[src/rtl/vend_input_conditioner.sv]
// vend_input_conditioner
//
// Front end of the vending-machine FSM. Takes the raw coin-slot switch and the
// select pushbutton, synchronises and debounces each one, detects rising edges
// and hands the FSM clean single-cycle K (coin) and A (select) pulses. K and A
// are never high in the same cycle. When a coin and a select arrive together,
// the coin goes first and the select follows one cycle later.
//
// Parameters:
//   DEBOUNCE_CYCLES  consecutive differing cycles before a stable level toggles (>= 2)
//
// Ports:
//   clk          system clock, rising edge
//   reset_n      asynchronous active-low reset
//   coin_raw     raw coin switch (async, bouncy), 1 = coin present
//   sel_raw      raw select button (async, bouncy), 1 = pressed
//   inhibit      synchronous; 1 = drop new edges and clear any queued select/coin
//   K            registered one-cycle coin pulse
//   A            registered one-cycle select pulse
//   coin_stable  debounced coin level (status LED)
//   sel_stable   debounced select level (status LED)
//   coin_count   (only with VEND_COIN_COUNT_EN) saturating count of K pulses issued
//
// Optional feature macro: VEND_COIN_COUNT_EN
//
// Latency: raw sampled high on edge 0 -> stable toggles on edge DEBOUNCE_CYCLES+1,
// status level on +2, K/A on +3.

module vend_input_conditioner #(
    parameter int unsigned DEBOUNCE_CYCLES = 4
) (
    input  logic       clk,
    input  logic       reset_n,
    input  logic       coin_raw,
    input  logic       sel_raw,
    input  logic       inhibit,
    output logic       K,
    output logic       A,
    output logic       coin_stable,
    output logic       sel_stable
`ifdef VEND_COIN_COUNT_EN
    ,
    output logic [7:0] coin_count
`endif
);

    localparam int unsigned CntW = $clog2(DEBOUNCE_CYCLES + 1);
    localparam logic [CntW-1:0] CntMax = CntW'(DEBOUNCE_CYCLES - 1);

    // Channel index 0 = coin, 1 = select.
    logic [1:0]      sync1_q, sync2_q;
    logic [1:0]      stable_q;
    logic [1:0]      stable_dly_q;   // doubles as the registered status level
    logic [1:0]      rise_q;
    logic [CntW-1:0] cnt_q [2];

    typedef enum logic [0:0] {StIdle, StPendA} state_e;
    state_e state_q;
    logic   coin_pend_q;
    logic   k_issue;

    // Two-flop synchronisers.
    always_ff @(posedge clk or negedge reset_n) begin
        if (!reset_n) begin
            sync1_q <= '0;
            sync2_q <= '0;
        end else begin
            sync1_q <= {sel_raw, coin_raw};
            sync2_q <= sync1_q;
        end
    end

    // Debounce: the stable level only follows the synchronised level after it
    // has disagreed for DEBOUNCE_CYCLES consecutive cycles.
    always_ff @(posedge clk or negedge reset_n) begin
        if (!reset_n) begin
            stable_q <= '0;
            for (int i = 0; i < 2; i++) begin
                cnt_q[i] <= '0;
            end
        end else begin
            for (int i = 0; i < 2; i++) begin
                if (sync2_q[i] == stable_q[i]) begin
                    cnt_q[i] <= '0;
                end else if (cnt_q[i] == CntMax) begin
                    stable_q[i] <= ~stable_q[i];
                    cnt_q[i]    <= '0;
                end else begin
                    cnt_q[i] <= cnt_q[i] + CntW'(1);
                end
            end
        end
    end

    // Delayed stable level and registered rising-edge strobes.
    always_ff @(posedge clk or negedge reset_n) begin
        if (!reset_n) begin
            stable_dly_q <= '0;
            rise_q       <= '0;
        end else begin
            stable_dly_q <= stable_q;
            rise_q       <= stable_q & ~stable_dly_q;
        end
    end

    assign coin_stable = stable_dly_q[0];
    assign sel_stable  = stable_dly_q[1];

    // A coin goes out next cycle when idle and either a fresh or a held coin exists.
    always_comb begin
        k_issue = 1'b0;
        if (!inhibit && state_q == StIdle) begin
            k_issue = coin_pend_q | rise_q[0];
        end
    end

    // Arbiter: coin wins a tie, the select is then owed for exactly one cycle.
    // A coin edge arriving while the select is owed waits in coin_pend_q.
    always_ff @(posedge clk or negedge reset_n) begin
        if (!reset_n) begin
            state_q     <= StIdle;
            coin_pend_q <= 1'b0;
            K           <= 1'b0;
            A           <= 1'b0;
        end else begin
            K <= 1'b0;
            A <= 1'b0;
            if (inhibit) begin
                state_q     <= StIdle;
                coin_pend_q <= 1'b0;
            end else begin
                unique case (state_q)
                    StIdle: begin
                        if (k_issue) begin
                            K <= 1'b1;
                            // Fresh and held coin together: one issues, one stays held.
                            coin_pend_q <= coin_pend_q & rise_q[0];
                            if (rise_q[1]) begin
                                state_q <= StPendA;
                            end
                        end else if (rise_q[1]) begin
                            A <= 1'b1;
                        end
                    end
                    StPendA: begin
                        A       <= 1'b1;
                        state_q <= StIdle;
                        if (rise_q[0]) begin
                            coin_pend_q <= 1'b1;
                        end
                    end
                    default: state_q <= StIdle;
                endcase
            end
        end
    end

`ifdef VEND_COIN_COUNT_EN
    // Counts on the same edge that registers K high; saturates at 255.
    always_ff @(posedge clk or negedge reset_n) begin
        if (!reset_n) begin
            coin_count <= '0;
        end else if (k_issue && coin_count != 8'hFF) begin
            coin_count <= coin_count + 8'd1;
        end
    end
`endif

endmodule

[config.mk]
export PLATFORM = sky130hd
export DESIGN_NAME = vend_input_conditioner
export DESIGN_NICKNAME = d
export VERILOG_FILES = /design/src/rtl/vend_input_conditioner.sv
export SDC_FILE = /design/constraint.sdc
export NUM_CORES = 1
export LEC_CHECK = 0
export ABC_CLOCK_PERIOD_IN_PS = 1400
export CAP_MARGIN = 20
export CORE_MARGIN = 4
export CORE_UTILIZATION = 49
export CTS_CLUSTER_DIAMETER = 80
export DETAILED_ROUTE_END_ITERATION = 6
export PLACE_DENSITY = 0.82
export SETUP_SLACK_MARGIN = 0.15
export SLEW_MARGIN = 40
export SYNTH_ARGS = -nofsm -noshare
export SYNTH_HDL_FRONTEND = slang
export SYNTH_SLANG_ARGS = --single-unit
[constraint.sdc]
create_clock -name clk -period 1.4 [get_ports clk]
set_input_delay 0.21 -clock clk [delete_from_list [all_inputs] [get_ports clk]]
set_output_delay 0.21 -clock clk [all_outputs]
set_load 0.02 [all_outputs]
==> impl_metrics.env, run 1 <==
export IMPL_critPathCaptureType="output pin"
export IMPL_vdd_drop_max_v=0.000729
export IMPL_async_flop_share=1.00
export IMPL_globalplace_congestion=0.741
export IMPL_outcome="complete, no violations"
export IMPL_slew_headroom=0.768
export IMPL_hold_path_class="in2async"
export IMPL_post_cts_setup_buffer_count=0
export IMPL_post_synth_top_count_cell="dfrtp_1"
export IMPL_synth_ff_type="dfrtp_1"
export IMPL_post_drt_wl_per_cell_um=11.6
export IMPL_crit_fanout=1
export IMPL_synth_cells=44
export IMPL_dp_slack_ns=0.212
export IMPL_grt_max_degree=21
export IMPL_fin_ws_ns=0.212
export IMPL_grt_pass1_vias=366
export IMPL_drt_iter0_drc=1
export IMPL_path_cells="dlygate4sd2_1"
export IMPL_slowest_delay_ns=0.37
export IMPL_die_y_um=45.7
export IMPL_crit_arrival_ns=0.98
export IMPL_die_area_um2=2090
export IMPL_post_route_min_period_ns=1.19
export IMPL_crit_path_top_delay_cell="dfrtp_1"
export IMPL_synthTopCellsByArea="dfrtp_1 72%, nor2b_4 3.9%, ha_1 3.6%"
export IMPL_synth_distinct_cells=17
export IMPL_viasPerCell=5.06
export IMPL_cp_buffers_inverters=1
export IMPL_syn_cell_area_um2=698
export IMPL_skew_ns=0.00616
export IMPL_root_buffer="clkbuf_4"
export IMPL_place_area_um2=805
export IMPL_fmaxAchievable_mhz=842
export IMPL_avgSynthCellArea_um2=15.9
export IMPL_ant_nets=0
export IMPL_core_um2=1320
export IMPL_dpl_cell_count=68
export IMPL_yosysSeqAreaShare=0.717
export IMPL_worstPathRequired_ns=1.19
export IMPL_clock_sinks=20
export IMPL_h_tree_depth=1
export IMPL_power_total_mw=1.46
export IMPL_setup_violations=0
export IMPL_yosysWarnings=0
export IMPL_vias=359
export IMPL_hpwl_um=629
export IMPL_grt_antenna_before_repair=0
export IMPL_ctsResizeCount=4
export IMPL_ios=9
export IMPL_wl_um=827
export IMPL_path_delay_family="flip-flops"
export IMPL_clockBufferDepth=2
export IMPL_cts_tree="built"
export IMPL_die_w_um=45.7
export IMPL_hold_violations=0
export IMPL_port_buffers=8
export IMPL_grt_setup_unrepaired="no"
export IMPL_start_util=0.530
export IMPL_synth_edf_count=0
export IMPL_maxCapViolations=0
export IMPL_critPathKind="reg2out"
export IMPL_instances_no_fill=71
export IMPL_fillers=102
export IMPL_grtUsageTotal=0.114
export IMPL_antenna_cells=0
export IMPL_cts_hold_buffers=0
export IMPL_netlist_area_leader_share=0.717
export IMPL_setup_tns_ns=0
export IMPL_clk_pin_slew_worst_paths_ns=0.10
export IMPL_finish_net_count=65
export IMPL_syn_to_final_growth_pct=18.1
export IMPL_synth_nets=51
export IMPL_synthTopCellsByCount="20 x dfrtp_1, 3 x nor2b_1, 3 x nor3_1"
export IMPL_cts_made_buffers=3
export IMPL_synth_top_cell_by_area="dfrtp_1"
export IMPL_power_per_cell_area_nw_per_um2=1780
export IMPL_route_detailed_drc=0
export IMPL_finalInstanceArea_um2=825
export IMPL_grt_overflow=0
export IMPL_ys_ff_latch=20
export IMPL_final_layout_size_suffix_gt1_frac=0.161
export IMPL_leakage_nw=0.382
export IMPL_grt_pass1_wl_mm=1.55
export IMPL_hold_slack_ns=0.233
export IMPL_insertion_delay_ns=0.29
export IMPL_rows=13
export IMPL_worstMarginPinSlew_ns=0.346
export IMPL_crit_path_start_kind="register"
export IMPL_drt_pass1_iterations=2
export IMPL_slew_violations=0
export IMPL_fin_crit_sh=0.848
export IMPL_final_util=0.626
power by group:
part           internal (mW)  switching (mW)  total [mW]
registers              0.734          0.0866       0.821
clock network          0.100           0.156       0.256
logic                  0.196           0.192       0.387
flip-flops by register name, summed over array words and instances, names as in the netlist:
register	flops
A	1
K	1
cnt_q	6
coin_pend_q	1
rise_q	2
stable_dly_q	2
stable_q	2
state_q	1
sync1_q	2
sync2_q	2
area by class of cell:
| class | instances | area [µm²] | area share |
|---|---|---|---|
| multi-input cells | 23 | 194 | 0.235 |
| flip-flops and latches | 20 | 500 | 0.607 |
| well taps | 15 | 18.8 | 0.0228 |
| clock buffers | 3 | 22.5 | 0.0273 |
| inverters | 1 | 3.75 | 0.00455 |
| repair buffers | 9 | 85.1 | 0.103 |
cell families after synthesis:
logic type / Yosys count / share of synthesized area
AO/OA/AOI/OAI: 2 / 0.0215
XOR/XNOR: 2 / 0.0251
adder cells (fa/ha/maj): 2 / 0.0358
buffers and inverters: 1 / 0.00537
flip-flops: 20 / 0.717
multiplexers: 2 / 0.0323
AND/OR/NAND/NOR: 15 / 0.163
metal layers:
layer	up-vias	part of all wire	track usage
li1	173	-	-
met1	171	0.46	0.138
met2	11	0.42	0.153
met3	4	0.088	0.0474
met4	0	0.029	0.102
met5	-	0	0
worst paths after layout:
path / startpoint / depth (start not counted) / slack (ns) / to
max: A$_DFF_PN0_ / 1 / 0.21 / A
min reg2reg: sync1_q[1]$_DFF_PN0_ / 0 / 0.36 / sync2_q[1]$_DFF_PN0_
min: reset_n / 2 / 0.23 / stable_dly_q[0]$_DFF_PN0_
max in group asynchronous: reset_n / 2 / 0.97 / state_q$_DFF_PN0_
min in group clk: coin_raw / 1 / 0.35 / sync1_q[0]$_DFF_PN0_
max reg2reg: cnt_q[3]$_DFF_PN0_ / 3 / 0.22 / stable_q[0]$_DFFE_PN0P_
layout by cell type (no fill, tap or decap), drive strengths merged:
| cell type | n |
|---|---|
| dfrtp | 20 |
| nor2 | 1 |
| mux2 | 2 |
| nor2b | 5 |
| xnor2 | 2 |
| o41ai | 1 |
| nand2 | 1 |
| dlygate4sd2 | 2 |
| nor4 | 1 |
| clkdlybuf4s15 | 2 |
| o22ai | 1 |
| nand2b | 1 |
| inv | 1 |
| clkdlybuf4s50 | 4 |
| clkbuf | 3 |
| ha | 2 |
| nor3 | 3 |
| buf | 1 |
| nor3b | 3 |
No activity file was read; power rests on OpenSTA's default activity.
==> run 2, diff against run 1 <==
Settings changed: ABC_CLOCK_PERIOD_IN_PS 1400 to 1000, CORE_UTILIZATION 49 to 45, PLACE_DENSITY 0.82 to 0.8.
Clock period 1.4 ns to 1 ns, I/O delays scaled along.
==> impl_metrics.env, run 2 (synthesis results as in run 1) <==
export IMPL_outcome="complete, but fails checks"
export IMPL_violations="negative setup slack"
export IMPL_start_util=0.505
export IMPL_hold_slack_ns=0.147
export IMPL_grt_antenna_before_repair=0
export IMPL_die_y_um=47.4
export IMPL_final_layout_size_suffix_gt1_frac=0.522
export IMPL_fmaxAchievable_mhz=871
export IMPL_grt_overflow=0
export IMPL_syn_to_final_growth_pct=49.1
export IMPL_power_per_cell_area_nw_per_um2=2750
export IMPL_worstMarginPinSlew_ns=0.252
export IMPL_setup_violations=8
export IMPL_vias=411
export IMPL_dp_slack_ns=-0.135
export IMPL_skew_ns=0.0143
export IMPL_place_area_um2=860
export IMPL_critPathCaptureType="register"
export IMPL_wl_mm=1.26
export IMPL_post_drt_wl_per_cell_um=15.4
export IMPL_fin_ws_ns=-0.148
export IMPL_crit_arrival_ns=1.35
export IMPL_hold_violations=0
export IMPL_grt_pass1_vias=446
export IMPL_ios=9
export IMPL_fin_crit_sh=1.15
export IMPL_drt_pass1_iterations=2
export IMPL_finish_net_count=75
export IMPL_fillers=80
export IMPL_die_w_um=47.4
export IMPL_globalplace_congestion=0.625
export IMPL_largest_register="cnt_q"
export IMPL_hpwl_um=723
export IMPL_grt_pass1_wl_mm=2.06
export IMPL_ant_nets=0
export IMPL_maxCapViolations=0
export IMPL_final_cell_mix="20 x dfrtp_1, 8 x buf_6, 6 x buf_4"
export IMPL_critPathKind="reg2reg"
export IMPL_final_common_cell="dfrtp_1"
export IMPL_worstPathRequired_ns=1.20
export IMPL_slew_headroom=0.831
export IMPL_drt_iter0_drc=5
export IMPL_clockBufferDepth=2
export IMPL_largest_reg_flops=6
export IMPL_h_tree_depth=1
export IMPL_antenna_cells=0
export IMPL_seqCellArea_um2=500
export IMPL_vdd_drop_max_v=0.00216
export IMPL_grt_setup_unrepaired="yes"
export IMPL_root_buffer="clkbuf_4"
export IMPL_post_route_min_period_ns=1.15
export IMPL_rows=13
export IMPL_die_area_um2=2250
export IMPL_grtUsageTotal=0.147
export IMPL_leakage_nw=0.491
export IMPL_viasPerCell=5.01
export IMPL_core_um2=1380
export IMPL_finalInstanceArea_um2=1040
export IMPL_grt_max_degree=21
export IMPL_cts_tree="built"
export IMPL_multi_input_area_um2=268
export IMPL_hold_path_class="in2reg"
export IMPL_port_buffers=8
export IMPL_clock_sinks=20
export IMPL_clk_pin_slew_worst_paths_ns=0.11
export IMPL_setup_tns_ns=-0.476
export IMPL_crit_path_start_kind="register"
export IMPL_route_detailed_drc=0
export IMPL_insertion_delay_ns=0.30
export IMPL_crit_fanout=2
export IMPL_cts_made_buffers=3
export IMPL_cts_hold_buffers=0
export IMPL_slew_violations=0
[run 2: cell type report]
| type | count | area share |
|---|---|---|
| clock buffer | 3 | 0.0216 |
| clock inverter | 1 | 0.0288 |
| inverter | 1 | 0.00361 |
| multi-input combinational | 23 | 0.257 |
| sequential | 20 | 0.481 |
| tap | 15 | 0.0180 |
| timing repair buffer | 19 | 0.190 |
[run 2: critical path: stages, from the launching register on]
cell and delay (ns):
dfrtp_1 0.43, ha_4 0.18, nor2b_4 0.15, mux2_4 0.30
[run 2: final timing paths]
kind	slack, ns	cells past startpoint	startpoint	end
min in group asynchronous	0.18	2	reset_n	stable_dly_q[1]$_DFF_PN0_
max reg2reg	-0.15	3	cnt_q[0]$_DFF_PN0_	stable_q[1]$_DFFE_PN0P_
min	0.15	2	inhibit	state_q$_DFF_PN0_
min reg2reg	0.36	0	sync1_q[1]$_DFF_PN0_	sync2_q[1]$_DFF_PN0_
max in group asynchronous	0.68	2	reset_n	sync1_q[1]$_DFF_PN0_
max	-0.15	3	cnt_q[0]$_DFF_PN0_	stable_q[1]$_DFFE_PN0P_
[run 2: power by group]
| group | leakage [nW] | internal [mW] | total [mW] | switching (mW) |
|---|---|---|---|---|
| Clock | 0.0279 | 0.405 | 0.637 | 0.232 |
| Sequential | 0.255 | 1.03 | 1.24 | 0.209 |
| Combinational | 0.208 | 0.614 | 0.991 | 0.377 |
[run 2: timing repair]
action	in CTS	in global routing
gates resized for setup	31	7
endpoints found under the setup margin	13	15
endpoints found under the hold margin	0	0
setup buffers	4	3
pin swaps	4	4
[run 2: per-layer routing]
metal  vias up  wire length [µm]  GRT usage
met3         0                78     0.0690
met2        11               693      0.262
met4         0                 0     0.0331
met1       203               487      0.155
li1        197                 -          -
met5         -                 0          0
[run 2: metrics by stage]
step,util,power [mW],instances
after detailed placement,0.622,1.87,71
final,0.753,2.87,82
after global placement,0.622,1.83,71
after floorplan,-,1.58,44
after CTS,0.718,2.69,79
after global routing,0.753,3.01,82
==> run 3, diff against run 2 <==
Settings changed: ABC_CLOCK_PERIOD_IN_PS 1000 to 1210, CORE_UTILIZATION 45 to 49, MAX_ROUTING_LAYER set to met4, PLACE_DENSITY 0.8 to 0.82, REMOVE_ABC_BUFFERS set to 1.
Clock period 1 ns to 1.21 ns, I/O delays scaled along.
==> impl_metrics.env, run 3 (synthesis results as in run 1) <==
export IMPL_antenna_cells=0
export IMPL_instances_no_fill=77
export IMPL_largest_register="cnt_q"
export IMPL_route_detailed_drc=0
export IMPL_grt_pass1_wl_mm=1.70
export IMPL_die_w_um=45.7
export IMPL_final_layout_size_suffix_gt1_frac=0.371
export IMPL_wl_um=995
export IMPL_critPathKind="reg2reg"
export IMPL_syn_to_final_growth_pct=25.8
export IMPL_vias=385
export IMPL_globalplace_congestion=0.682
export IMPL_outcome="complete, no violations"
export IMPL_place_area_um2=805
export IMPL_final_cell_mix="20 x dfrtp_1, 6 x buf_4, 4 x clkdlybuf4s50_1, 4 x buf_2"
export IMPL_cts_hold_buffers=0
export IMPL_final_common_cell="dfrtp_1"
export IMPL_h_tree_depth=1
export IMPL_grt_antenna_before_repair=0
export IMPL_crit_path_top_delay_cell="dfrtp_1"
export IMPL_setup_tns_ns=0
export IMPL_die_area_um2=2090
export IMPL_final_util=0.667
export IMPL_grtUsageTotal=0.126
export IMPL_cts_tree="built"
export IMPL_core_um2=1320
export IMPL_drt_iter0_drc=1
export IMPL_clk_pin_slew_worst_paths_ns=0.10
export IMPL_crit_arrival_ns=1.30
export IMPL_finish_net_count=70
export IMPL_insertion_delay_ns=0.29
export IMPL_leakage_nw=0.416
export IMPL_finalInstanceArea_um2=878
export IMPL_critPathCaptureType="register"
export IMPL_fin_ws_ns=0.0976
export IMPL_hold_slack_ns=0.206
export IMPL_ios=9
export IMPL_fin_crit_sh=0.919
export IMPL_grt_setup_unrepaired="yes"
export IMPL_grt_overflow=0
export IMPL_crit_path_start_kind="register"
export IMPL_dpl_cell_count=68
export IMPL_post_route_min_period_ns=1.11
export IMPL_slew_headroom=0.803
export IMPL_clockBufferDepth=2
export IMPL_fillers=91
export IMPL_port_buffers=8
export IMPL_clock_sinks=20
export IMPL_largest_reg_flops=6
export IMPL_setup_violations=0
export IMPL_worstPathRequired_ns=1.39
export IMPL_viasPerCell=5.00
export IMPL_hold_violations=0
export IMPL_cts_made_buffers=3
export IMPL_skew_ns=0.00266
export IMPL_path_cells="ha_2, nor2b_4, mux2_4"
export IMPL_start_util=0.530
export IMPL_slew_violations=0
export IMPL_die_y_um=45.7
export IMPL_rows=13
export IMPL_slowest_delay_ns=0.37
export IMPL_crit_fanout=2
export IMPL_root_buffer="clkbuf_4"
export IMPL_maxCapViolations=0
export IMPL_grt_pass1_vias=393
export IMPL_grt_max_degree=21
export IMPL_worstMarginPinSlew_ns=0.293
export IMPL_fmaxAchievable_mhz=899
export IMPL_hold_path_class="in2async"
export IMPL_ant_nets=0
export IMPL_post_drt_wl_per_cell_um=12.9
export IMPL_power_total_mw=1.88
export IMPL_dp_slack_ns=0.0607
export IMPL_power_per_cell_area_nw_per_um2=2140
export IMPL_vdd_drop_max_v=0.000934
export IMPL_drt_pass1_iterations=2
## run 3: cell types whose count changed in the layout (fill, tap and decap cells not counted), moves of 2 or more
cell    before  now
nor3_1       1    3
buf_2        0    4
nor3_2       2    0
buf_6        8    0
## run 3: power by group
group / total (mW) / switching (mW) / leakage, nW / internal (mW)
Combinational: 0.553 / 0.250 / 0.140 / 0.302
Clock: 0.366 / 0.183 / 0.0210 / 0.183
Sequential: 0.959 / 0.110 / 0.255 / 0.849
## run 3: routing by layer
metal,routed length (µm),vias to the layer above,global-route usage
li1,-,188,-
met1,409,187,0.140
met2,500,8,0.192
met3,75,2,0.0277
met4,10,0,0.102
met5,0,-,-
## run 3: what timing repair did
action                                  in CTS  in global routing
pin swaps                                    2                  0
buffers inserted                             3                  2
resized for setup                           20                  1
endpoints found under the setup margin       6                  6
## run 3: final cells by class
type	count	area [µm²]	area share
sequential	20	500	0.570
clock buffer	4	36.3	0.0413
multi-input combinational	23	214	0.244
tap	15	18.8	0.0214
timing repair buffer	14	105	0.120
inverter	1	3.75	0.00427
## run 3: final timing paths
| kind | from | to | slack (ns) | cells after the start |
|---|---|---|---|---|
| worst max-delay path | cnt_q[0]$_DFF_PN0_ | stable_q[1]$_DFFE_PN0P_ | 0.1 | 3 |
| worst min-delay path | reset_n | K$_DFF_PN0_ | 0.21 | 2 |
| worst max register to register | cnt_q[0]$_DFF_PN0_ | stable_q[1]$_DFFE_PN0P_ | 0.1 | 3 |
| worst min register to register | sync1_q[1]$_DFF_PN0_ | sync2_q[1]$_DFF_PN0_ | 0.36 | 0 |
| max in group asynchronous | reset_n | cnt_q[5]$_DFF_PN0_ | 0.81 | 2 |
| min in group clk | sel_raw | sync1_q[1]$_DFF_PN0_ | 0.32 | 1 |
## run 3: worst max-delay path: cells and delay by family, from the launching register on
kind          cells  cell delay, ns
fa+ha+maj         1            0.18
flops             1            0.37
mux               1            0.30
simple gates      1            0.16
